[config.mk]
export PLATFORM = sky130hd
export DESIGN_NAME = uart_rx_framed
export DESIGN_NICKNAME = d
export VERILOG_FILES = /design/src/rtl/uart_rx_framed.sv
export SDC_FILE = /design/constraint.sdc
export NUM_CORES = 1
export LEC_CHECK = 0
export CAP_MARGIN = 20
export CORE_AREA = 4 4 67 69
export CTS_BUF_LIST = sky130_fd_sc_hd__clkbuf_8
export CTS_CLUSTER_DIAMETER = 200
export DETAILED_ROUTE_END_ITERATION = 6
export DIE_AREA = 0 0 71 73
export PLACE_DENSITY = 0.83
export SYNTH_ARGS = -nofsm -noshare
export SYNTH_HDL_FRONTEND = slang
export SYNTH_SLANG_ARGS = --single-unit
export TNS_END_PERCENT = 100
[constraint.sdc]
create_clock -name clk -period 1.8 [get_ports clk]
set_clock_uncertainty 0.1 [all_clocks]
set_input_delay 0.18 -clock clk [delete_from_list [all_inputs] [get_ports clk]]
set_output_delay 0.18 -clock clk [all_outputs]
set_load 0.02 [all_outputs]
[src/rtl/uart_rx_framed.sv]
`default_nettype none
// ============================================================================
// Module      : uart_rx_framed
// Description : Oversampling UART receiver with a two-flop input synchroniser,
//               configurable data width, parity and stop bits, plus error flags.
// Revision    : 1.0 - initial release
// ============================================================================
module uart_rx_framed #(
    parameter int CLKS_PER_BIT = 2813,
    parameter int DATA_BITS    = 8,
    parameter int PARITY       = 0,
    parameter int STOP_BITS    = 1
) (
    input  logic                 clk,
    input  logic                 reset,
    input  logic                 rx,
    output logic [DATA_BITS-1:0] data_out,
    output logic                 data_valid,
    output logic                 parity_err,
    output logic                 frame_err,
    output logic                 busy
);

    localparam int C_HALF = CLKS_PER_BIT / 2;
    localparam int C_CW   = $clog2(CLKS_PER_BIT);

    localparam logic [C_CW-1:0] C_HALF_END  = C_CW'(C_HALF - 1);
    localparam logic [C_CW-1:0] C_BIT_END   = C_CW'(CLKS_PER_BIT - 1);
    localparam logic [C_CW-1:0] C_CNT_ONE   = C_CW'(1);
    localparam logic [3:0]      C_DATA_LAST = 4'(DATA_BITS - 1);
    localparam logic [3:0]      C_STOP_LAST = 4'(STOP_BITS - 1);

    typedef enum logic [2:0] {
        S_IDLE   = 3'd0,
        S_START  = 3'd1,
        S_DATA   = 3'd2,
        S_PARITY = 3'd3,
        S_STOP   = 3'd4,
        S_BREAK  = 3'd5
    } state_t;

    logic                 r_sync1;
    logic                 r_sync2;
    state_t               r_state;
    logic [C_CW-1:0]      r_cnt;
    logic [3:0]           r_idx;
    logic [DATA_BITS-1:0] r_shift;
    logic                 r_par;
    logic                 r_ferr;

    state_t               w_state_n;
    logic [C_CW-1:0]      w_cnt_n;
    logic [3:0]           w_idx_n;
    logic [DATA_BITS-1:0] w_shift_n;
    logic                 w_par_n;
    logic                 w_ferr_n;
    logic [DATA_BITS-1:0] w_dout_n;
    logic                 w_perr_n;
    logic                 w_frm_n;
    logic                 w_valid_n;
    logic                 w_rx_s;
    logic                 w_tick;
    logic                 w_stop_ferr;
    logic                 w_par_err;

    assign w_rx_s      = r_sync2;
    assign w_tick      = (r_cnt == C_BIT_END);
    assign w_stop_ferr = r_ferr | ~w_rx_s;
    assign busy        = (r_state != S_IDLE);

    // r_par holds XOR of all data bits and the received parity bit
    always_comb begin
        w_par_err = 1'b0;
        if (PARITY == 1) begin
            w_par_err = ~r_par;
        end else if (PARITY == 2) begin
            w_par_err = r_par;
        end
    end

    always_ff @(posedge clk) begin
        if (reset) begin
            r_sync1    <= 1'b1;
            r_sync2    <= 1'b1;
            r_state    <= S_IDLE;
            r_cnt      <= '0;
            r_idx      <= '0;
            r_shift    <= '0;
            r_par      <= 1'b0;
            r_ferr     <= 1'b0;
            data_out   <= '0;
            parity_err <= 1'b0;
            frame_err  <= 1'b0;
            data_valid <= 1'b0;
        end else begin
            r_sync1    <= rx;
            r_sync2    <= r_sync1;
            r_state    <= w_state_n;
            r_cnt      <= w_cnt_n;
            r_idx      <= w_idx_n;
            r_shift    <= w_shift_n;
            r_par      <= w_par_n;
            r_ferr     <= w_ferr_n;
            data_out   <= w_dout_n;
            parity_err <= w_perr_n;
            frame_err  <= w_frm_n;
            data_valid <= w_valid_n;
        end
    end

    always_comb begin
        w_state_n = r_state;
        w_cnt_n   = r_cnt;
        w_idx_n   = r_idx;
        w_shift_n = r_shift;
        w_par_n   = r_par;
        w_ferr_n  = r_ferr;
        w_dout_n  = data_out;
        w_perr_n  = parity_err;
        w_frm_n   = frame_err;
        w_valid_n = 1'b0;

        case (r_state)
            S_IDLE: begin
                if (!w_rx_s) begin
                    w_state_n = S_START;
                    w_cnt_n   = '0;
                end
            end

            S_START: begin
                if (r_cnt == C_HALF_END) begin
                    if (!w_rx_s) begin
                        w_state_n = S_DATA;
                        w_cnt_n   = '0;
                        w_idx_n   = '0;
                        w_par_n   = 1'b0;
                        w_ferr_n  = 1'b0;
                    end else begin
                        w_state_n = S_IDLE;
                    end
                end else begin
                    w_cnt_n = r_cnt + C_CNT_ONE;
                end
            end

            S_DATA: begin
                if (w_tick) begin
                    w_cnt_n   = '0;
                    w_shift_n = {w_rx_s, r_shift[DATA_BITS-1:1]};
                    w_par_n   = r_par ^ w_rx_s;
                    if (r_idx == C_DATA_LAST) begin
                        w_idx_n   = '0;
                        w_state_n = (PARITY != 0) ? S_PARITY : S_STOP;
                    end else begin
                        w_idx_n = r_idx + 4'd1;
                    end
                end else begin
                    w_cnt_n = r_cnt + C_CNT_ONE;
                end
            end

            S_PARITY: begin
                if (w_tick) begin
                    w_cnt_n   = '0;
                    w_par_n   = r_par ^ w_rx_s;
                    w_state_n = S_STOP;
                end else begin
                    w_cnt_n = r_cnt + C_CNT_ONE;
                end
            end

            S_STOP: begin
                if (w_tick) begin
                    w_cnt_n = '0;
                    if (r_idx == C_STOP_LAST) begin
                        // Leave mid stop bit so a zero-gap start bit is still seen
                        w_idx_n   = '0;
                        w_dout_n  = r_shift;
                        w_perr_n  = w_par_err;
                        w_frm_n   = w_stop_ferr;
                        w_valid_n = 1'b1;
                        w_state_n = w_stop_ferr ? S_BREAK : S_IDLE;
                    end else begin
                        w_ferr_n = w_stop_ferr;
                        w_idx_n  = r_idx + 4'd1;
                    end
                end else begin
                    w_cnt_n = r_cnt + C_CNT_ONE;
                end
            end

            S_BREAK: begin
                if (w_rx_s) begin
                    w_state_n = S_IDLE;
                end
            end

            default: begin
                w_state_n = S_IDLE;
                w_cnt_n   = '0;
                w_idx_n   = '0;
            end
        endcase
    end

endmodule
`default_nettype wire
==> impl_metrics.py, run 1 <==
metrics = {
    "worst_setup_path": {
        "worst_r2r_startpoint": "r_state[1]",
        "critPathKind": "reg -> reg",
        "rr_endpoint": "r_idx[1]",
        "setup.worst_path.end": "r_idx[1]",
        "r2r_setup_slack_ns": -0.28,
        "cp-end-kind": "flip-flop",
        "reg2reg_depth": 5,
        "start_kind": "flip-flop",
        "required_ns": 1.94,
        "setup.worst_path.start": "r_state[1]",
        "cp.arrival_ns": 2.22,
        "critPathMaxFanout": 4,
    },
    "place": {
        "dp.cells": 338,
        "place_hpwl_um": 3750,
        "dp_slack_ns": -0.305,
        "port_buffers": 13,
        "place_area_um2": 2620,
        "routabilityCongestion": 0.917,
    },
    "global_routing": {
        "grt_max_degree": 24,
        "gr-usage-met2_pct": 44.3,
        "grt_first_pass_wirelength_um": 10100,
        "grtUsageMet3_pct": 6.34,
        "grt_busiest_layer": "met2",
        "gr-total-overflow": 0,
        "grt_pass1_vias": 2122,
        "gr-usage-all-layers_pct": 25.1,
        "antenna_found_initial": 0,
        "grt_use_met1_pct": 28.8,
    },
    "cts": {
        "path_clk_slew_ns": 0.08,
        "cts_sinks": 40,
        "clk_path_buf_depth": 2,
        "cts_hold_buf": 0,
        "cts-buffers-inserted": 5,
        "cts_tree": "built",
        "htreeDepth": 2,
        "root_buffer": "clkbuf_8",
        "clk_latency_ns": 0.31,
    },
    "timing": {
        "rsz0062_at_grt": "true",
        "hold_violations": 0,
        "setup_viol": 37,
        "post-route-period-util_pct": 116,
        "worst_slack_ns": -0.284,
        "fin_tns_setup_ns": -5.86,
        "min_period_ns": 2.08,
        "fmax_ghz": 0.480,
        "whs_ns": 0.328,
        "slew_violations": 0,
    },
    "route": {
        "drt-initial-drc-count": 210,
        "via_per_inst": 6.21,
        "num_vias": 2206,
        "drt_first_pass_iters": 5,
        "wl_per_cell_um": 19.1,
        "routed_wl_um": 6770,
        "drc": 0,
        "ant_nets": 0,
    },
    "synthesis": {
        "syn-num-nets": 251,
        "synth_top_area_share_pct": 38.7,
        "syn_inst": 243,
        "ys_types": 57,
        "yosysSeqAreaShare_pct": 38.7,
        "ys.flop_type": "dfxtp_1",
        "syn_avg_cell_area_um2": 8.52,
        "synth_edf_count": 0,
        "synth.area.top_cells": "dfxtp_1 39%, mux2i_1 7.7%, nor2_1 5.8%",
        "synthArstFlopShare_pct": 0,
        "ys_ff_latch": 40,
        "yosysTopAreaCell": "dfxtp_1",
        "syn_area_um2": 2070,
        "yosys_warnings": 0,
    },
    "worst_hold_path": {
        "min_from": "r_sync1",
        "hold_class": "reg -> reg",
    },
    "power_and_ir_drop": {
        "power_frac_comb_pct": 20.1,
        "powerDensity_nw_per_um2": 706,
        "pwr-share-clk_pct": 36.3,
        "vdd_drop_max_mv": 0.452,
        "swShare_pct": 28.2,
        "switching_power_mw": 0.594,
        "p_total_mw": 2.11,
        "intPower_mw": 1.51,
        "seq_power_share_pct": 43.6,
        "p_leak_nw": 1.11,
    },
    "floorplanning": {
        "die_h_um": 73,
        "rows": 23,
        "core_um2": 3910,
        "start_util_pct": 52.9,
        "die_x_um": 71,
        "io_pins": 15,
        "die_area_um2": 5180,
    },
    "finish": {
        "drive_above_1_share_pct": 33.8,
        "area_delta_synth_final_pct": 44.2,
        "ff_latch_area_um2": 813,
        "multiInputGateArea_um2": 1350,
        "postLayoutCellArea_um2": 2990,
        "stdcell_count": 355,
        "finish.utilization_pct": 76.3,
        "fillCellCount": 230,
        "final_nets": 312,
        "diodes": 0,
        "layout_common_cells": "46 x buf_4, 32 x nor2_1, 32 x dfxtp_1",
        "mostFrequentLayoutCell": "buf_4",
    },
    "status": {
        "violations": "negative setup slack",
        "status": "finished with violations",
    },
    "run": {
        "maxCapViolCount": 0,
    },
}
==> layout make-up <==
cell class / count / area share (%)
multi-input cells: 179 / 45.3
flip-flops and latches: 40 / 27.2
repair buffers: 67 / 19.9
clock buffers: 5 / 2.31
well taps: 50 / 2.10
clock inverters: 3 / 1.55
inverters: 11 / 1.55
==> power by group through the flow <==
| stage | clock network, mW | registers, mW | logic, mW |
|---|---|---|---|
| 6_report | 0.765 | 0.919 | 0.423 |
| 3_3_place_gp | 0 | 0.932 | 0.302 |
| 2_1_floorplan | 0 | 0.940 | 0.174 |
| 5_1_grt | 0.799 | 0.920 | 0.450 |
| 4_1_cts | 0.762 | 0.914 | 0.375 |
| 3_5_place_dp | 0 | 0.932 | 0.309 |
==> per-layer routing <==
| metal | vias to the layer above | share of wire [%] |
|---|---|---|
| li1 | 993 | - |
| met1 | 1035 | 38 |
| met2 | 136 | 49 |
| met3 | 42 | 8.6 |
| met4 | 0 | 4.5 |
| met5 | - | 0 |
==> cells in the mapped netlist, types with 5 or more instances <==
| cell | n |
|---|---|
| a21oi_1 | 12 |
| a31oi_1 | 6 |
| and2_1 | 5 |
| clkbuf_1 | 9 |
| dfxtp_1 | 40 |
| ha_1 | 5 |
| inv_1 | 11 |
| mux2i_1 | 16 |
| nand2_1 | 23 |
| nand3_1 | 8 |
| nor2_1 | 32 |
| nor3_1 | 5 |
| o21ai_0 | 9 |
| or3_1 | 5 |
==> worst min-delay path by stage <==
stage                   end  slack [ns]  cells past startpoint
global route        r_sync1        0.34                      2
finish              r_sync2        0.33                      1
detailed placement  r_sync2        0.31                      1
floorplan           r_sync1        0.18                      1
global placement    r_sync2        0.31                      1
CTS                 r_sync2        0.33                      1
==> worst max-delay path, cell delays in order, from the launching register on <==
cell and delay, ns:
dfxtp_2 0.32, or4b_4 0.54, nor4_4 0.31, a211oi_2 0.10, or4b_1 0.51, a21oi_1 0.13
==> flip-flops by register name, summed over array words and instances (netlist names) <==
name,flops
r_cnt,12
data_out,8
r_shift,8
r_idx,4
r_state,3
data_valid,1
frame_err,1
r_ferr,1
r_sync1,1
r_sync2,1
==> kinds of logic (layout without fill, tap and decap cells) <==
group           count (synthesis)  after routing  synth area share (%)
compound gates                 53             53                  18.1
xor+xnor                        2              2                 0.846
fa+ha+maj                       5              5                  3.02
buf+inv                        24             86                  5.02
flops                          40             40                  38.7
mux                            16             16                  7.73
other cells                     1              1                 0.181
simple gates                  102            102                  26.4
==> what timing repair did <==
| action | in CTS | in global routing |
|---|---|---|
| endpoints found under the hold margin | 0 | 0 |
| endpoints found under the setup margin | 37 | 39 |
| pin swaps | 26 | 7 |
| gates cloned | 0 | 0 |
| buffers inserted | 11 | 2 |
| gates resized for setup | 26 | 12 |
No activity file was read; power rests on OpenSTA's default activity.
==> run 2, diff against run 1 <==
CORE_AREA = 4 4 70 72   (was 4 4 67 69)
DIE_AREA = 0 0 74 76   (was 0 0 71 73)
PLACE_DENSITY = 0.77   (was 0.83)
RECOVER_POWER = 25   (was default)
==> run 2 against run 1 <==
The run still ends with negative setup slack left. Combinational power up 35%. Non-clock buffer count up 16. Die area up 8.5%. Routed wire length up 22%. Via count up 8.4%. Clock power up 8.4%.
==> impl_metrics.py, run 2 (synthesis results as in run 1) <==
metrics = {
    "status": {
        "status": "finished with violations",
        "violations": "negative setup slack",
    },
    "finish": {
        "stdcell_count": 373,
        "max_flop_register": "r_cnt",
        "ff_latch_area_um2": 816,
        "mostFrequentLayoutCell": "buf_4",
        "area_delta_synth_final_pct": 58.9,
        "postLayoutCellArea_um2": 3290,
        "largest_register_ffs": 12,
        "fillCellCount": 242,
        "drive_above_1_share_pct": 43.6,
        "diodes": 0,
        "final_nets": 328,
        "layout_common_cells": "53 x buf_4, 30 x nor2_1, 30 x dfxtp_1",
        "multiInputGateArea_um2": 1470,
        "finish.utilization_pct": 76.6,
        "reg.largest.list": "r_cnt x12, data_out x8, r_shift x8",
    },
    "route": {
        "via_per_inst": 6.41,
        "drt-initial-drc-count": 410,
        "drc": 0,
        "wl_per_cell_um": 22.1,
        "drt_first_pass_iters": 5,
        "routed_wl_um": 8230,
        "num_vias": 2392,
        "ant_nets": 0,
    },
    "run": {
        "maxCapViolCount": 0,
    },
    "worst_setup_path": {
        "critPathKind": "reg -> reg",
        "start_kind": "flip-flop",
        "cp-end-kind": "flip-flop",
        "setup.worst_path.start": "r_cnt[1]",
        "cp.arrival_ns": 2.29,
        "r2r_setup_slack_ns": -0.39,
        "worst_r2r_startpoint": "r_cnt[1]",
        "critPathMaxFanout": 5,
        "required_ns": 1.90,
    },
    "floorplanning": {
        "die_x_um": 74,
        "start_util_pct": 48.2,
        "die_area_um2": 5620,
        "core_um2": 4290,
        "die_h_um": 76,
        "rows": 24,
        "io_pins": 15,
    },
    "cts": {
        "cts-buffers-inserted": 5,
        "path_clk_slew_ns": 0.09,
        "cts_hold_buf": 0,
        "clk_path_buf_depth": 2,
        "cts_sinks": 40,
        "clk_latency_ns": 0.31,
        "htreeDepth": 2,
        "root_buffer": "clkbuf_8",
        "cts_tree": "built",
    },
    "worst_hold_path": {
        "min_from": "r_sync1",
        "hold_class": "reg -> reg",
    },
    "timing": {
        "min_period_ns": 2.19,
        "max_slew_margin_pct": 54.8,
        "rsz0062_at_grt": "true",
        "hold_violations": 0,
        "setup_viol": 37,
        "whs_ns": 0.327,
        "worstMarginPinSlew_ns": 0.671,
        "slew_violations": 0,
        "post-route-period-util_pct": 122,
        "fmax_ghz": 0.456,
        "worst_slack_ns": -0.394,
    },
    "place": {
        "dp_slack_ns": -0.230,
        "place_hpwl_um": 3620,
        "place_area_um2": 2630,
        "port_buffers": 13,
        "dp.cells": 340,
        "routabilityCongestion": 0.849,
    },
    "global_routing": {
        "grt_first_pass_wirelength_um": 11200,
        "grt_max_degree": 18,
        "gr-usage-all-layers_pct": 25.4,
        "antenna_found_initial": 0,
        "grt_pass1_vias": 2357,
        "gr-total-overflow": 0,
    },
    "power_and_ir_drop": {
        "vdd_drop_max_mv": 0.664,
        "p_leak_nw": 1.23,
        "powerDensity_nw_per_um2": 706,
    },
}
[run 2: changes by cell type in the layout (fill, tap and decap cells not counted), sizes merged]
| cell | previous run | this run |
|---|---|---|
| dlygate4sd3 | 0 | 2 |
| clkbuf | 6 | 8 |
| clkinvlp | 1 | 0 |
| inv | 12 | 11 |
| clkdlybuf4s50 | 12 | 10 |
| buf | 54 | 70 |
[run 2: final cells by class]
type / count / area share [%]
Inverter: 11 / 1.33
Tap cell: 52 / 1.98
Clock buffer: 7 / 2.93
Timing Repair Buffer: 83 / 23.5
Multi-Input combinational cell: 179 / 44.5
Clock inverter: 1 / 0.913
Sequential cell: 40 / 24.8
[run 2: report_power, final]
group          leakage (nW)  internal (mW)  switching [mW]
registers             0.327          0.902          0.0187
logic                 0.838          0.278           0.295
clock network        0.0645          0.490           0.340
[run 2: repair_timing]
| action | CTS | global route |
|---|---|---|
| endpoints found under the setup margin | 37 | 39 |
| setup buffers | 17 | 9 |
| pin swaps | 31 | 18 |
| resized for setup | 41 | 34 |
| gates cloned | 1 | 0 |
[run 2: worst paths after layout]
| kind | to | cells past startpoint |
|---|---|---|
| setup / recovery | r_cnt[7] | 8 |
| hold / removal | r_sync2 | 1 |
| setup reg to reg | r_cnt[7] | 8 |
| hold reg to reg | r_sync2 | 1 |
[run 2: worst max-delay path: stages, from the launching register on]
cell and delay [ns]:
dfxtp_2 0.34, inv_4 0.08, ha_4 0.14, nand4b_1 0.23, or3_4 0.47, o22ai_4 0.21
buf_12 0.15, a2111oi_4 0.04, nor4_2 0.33
[run 2: layer usage]
layer / vias to the layer above / global-route usage (%) / wire, um / part of all wire, %
li1: 1023 / - / - / -
met1: 1144 / 28.9 / 3230 / 39
met2: 168 / 42.2 / 3870 / 47
met3: 57 / 6.60 / 583 / 7.1
met4: 0 / 13.4 / 551 / 6.7
met5: - / 0 / 0 / 0
[run 2: per-stage QoR]
stage	total power, mW	TNS (ns)
floorplan	1.11	-0.526
global placement	1.24	-2.52
detailed placement	1.25	-4.07
CTS	2.16	-2.45
global route	2.39	-9.89
finish	2.32	-8.07
==> run 3, diff against run 2 <==
GPL_TIMING_DRIVEN = 0   (was default)
HOLD_SLACK_MARGIN = 0.12   (was default)
==> run 3 against run 2 <==
The run still ends with negative setup slack left. Count of clock-buffer cells in the layout down 1. Flip-flop and latch count unchanged. Routed wire length down 28%. Final area down 12%. Utilization down 9.3 points. Total power down 16%. Worst hold slack worse by 0.011 ns. Worst setup slack better by 0.093 ns. Global-route usage down 6.8 points. Via count down 11%. Fmax up 4.4%.
==> impl_metrics.py, run 3 (synthesis results as in run 1) <==
metrics = {
    "finish": {
        "reg.largest.list": "r_cnt x12, data_out x8, r_shift x8",
        "area_delta_synth_final_pct": 39.7,
        "max_flop_register": "r_cnt",
        "finish.utilization_pct": 67.4,
        "layout_common_cells": "31 x nor2_1, 24 x dfxtp_1, 21 x nand2_1",
        "mostFrequentLayoutCell": "nor2_1",
        "drive_above_1_share_pct": 35.8,
        "stdcell_count": 340,
        "diodes": 0,
        "final_nets": 295,
        "largest_register_ffs": 12,
    },
    "cts": {
        "cts_sinks": 40,
        "cts_tree": "built",
        "clk_path_buf_depth": 2,
        "root_buffer": "clkbuf_8",
        "path_clk_slew_ns": 0.09,
        "clk_latency_ns": 0.30,
        "cts-buffers-inserted": 5,
        "cts_hold_buf": 0,
        "htreeDepth": 2,
    },
    "worst_setup_path": {
        "worstPathCellList": "inv_4 > ha_4 > nand3b_1 > nor3_4 > buf_12 > a211oi_4 > or4b_4 > a21oi_2",
        "slowest_stage": "or4b_4",
        "cp.arrival_ns": 2.23,
        "cp_num_buf_inv": 2,
        "required_ns": 1.93,
        "critPathKind": "reg -> reg",
        "max_stage_delay_ns": 0.51,
        "cp-end-kind": "flip-flop",
        "crit_family": "simple AND/OR/NAND/NOR gates",
        "critPathMaxFanout": 6,
        "start_kind": "flip-flop",
    },
    "global_routing": {
        "antenna_found_initial": 0,
        "gr-usage-met2_pct": 28.9,
        "grt_first_pass_wirelength_um": 8430,
        "grt_pass1_vias": 1836,
        "gr-usage-all-layers_pct": 18.6,
        "gr-total-overflow": 0,
        "grt_busiest_layer": "met2",
        "grt_use_met1_pct": 25.3,
        "grtUsageMet3_pct": 4.35,
        "grt_max_degree": 14,
    },
    "floorplanning": {
        "rows": 24,
        "io_pins": 15,
        "die_x_um": 74,
        "die_area_um2": 5620,
        "core_um2": 4290,
        "die_h_um": 76,
        "start_util_pct": 48.2,
    },
    "timing": {
        "max_slew_margin_pct": 55.1,
        "hold_violations": 0,
        "fmax_ghz": 0.476,
        "fin_tns_setup_ns": -6.73,
        "post-route-period-util_pct": 117,
        "min_period_ns": 2.10,
        "rsz0062_at_grt": "true",
        "worstMarginPinSlew_ns": 0.673,
        "worst_slack_ns": -0.301,
        "setup_viol": 37,
        "slew_violations": 0,
    },
    "power_and_ir_drop": {
        "vdd_drop_max_mv": 0.440,
        "p_total_mw": 1.96,
        "p_leak_nw": 1.01,
        "powerDensity_nw_per_um2": 678,
    },
    "place": {
        "place_hpwl_um": 3170,
        "port_buffers": 12,
        "dp.cells": 307,
        "routabilityCongestion": 0.833,
    },
    "route": {
        "wl_per_cell_um": 17.4,
        "num_vias": 2133,
        "drt_first_pass_iters": 5,
        "drc": 0,
        "ant_nets": 0,
        "drt-initial-drc-count": 299,
        "routed_wl_um": 5920,
        "via_per_inst": 6.27,
    },
    "status": {
        "status": "finished with violations",
        "violations": "negative setup slack",
    },
    "run": {
        "maxCapViolCount": 0,
    },
    "worst_hold_path": {
        "hold_class": "reg -> reg",
    },
}
==> run 3: cell count changes in the layout (fill, tap and decap cells not counted), moves of 3 or more <==
cell,previous run,this run
a21oi_1,9,6
a21oi_2,2,6
buf_12,5,2
buf_4,53,20
clkbuf_1,0,5
dfxtp_1,30,24
dfxtp_2,9,12
dfxtp_4,1,4
==> run 3: metrics by stage <==
stage	worst slack, ns	area (um^2)	hold WS, ns
6_report	-0.301	2890	0.316
5_1_grt	-0.386	2890	0.350
4_1_cts	-0.332	2550	0.209
3_5_place_dp	-0.415	2310	0.297
3_3_place_gp	-0.380	2310	0.300
2_1_floorplan	-0.208	2120	0.184
==> run 3: power breakdown <==
part	switching, mW	internal [mW]
sequential	0.0271	0.900
clock	0.333	0.310
combinational	0.216	0.175
==> run 3: per-layer routing <==
metal  wire [um]  part of all wire [%]
met3         453                   7.6
met5           0                     0
met4         239                   4.0
met2        2810                    47
met1        2420                    41
==> run 3: final cells by class <==
cell class              count  area (um^2)
well taps                  52         65.1
plain buffers              11         66.3
flip-flops and latches     40          831
repair buffers             39          375
inverters                  11         43.8
clock buffers               6         82.6
fillers                   285         1400
clock inverters             2         15.0
multi-input cells         179         1410
==> run 3: path summary, 6_finish.rpt <==
| kind | depth (start not counted) | slack [ns] | start | endpoint |
|---|---|---|---|---|
| max | 8 | -0.30 | r_cnt[1] | r_idx[1] |
| min | 1 | 0.32 | r_sync1 | r_sync2 |
| max reg2reg | 8 | -0.30 | r_cnt[1] | r_idx[1] |
| min reg2reg | 1 | 0.32 | r_sync1 | r_sync2 |
==> run 3: repair_timing <==
action | CTS | global route
endpoints found under the setup margin | 37 | 38
pin swaps | 9 | 19
buffers inserted | 10 | 15
cloned | 1 | 1
gates resized for setup | 20 | 66
hold endpoints to repair | 0 | 0
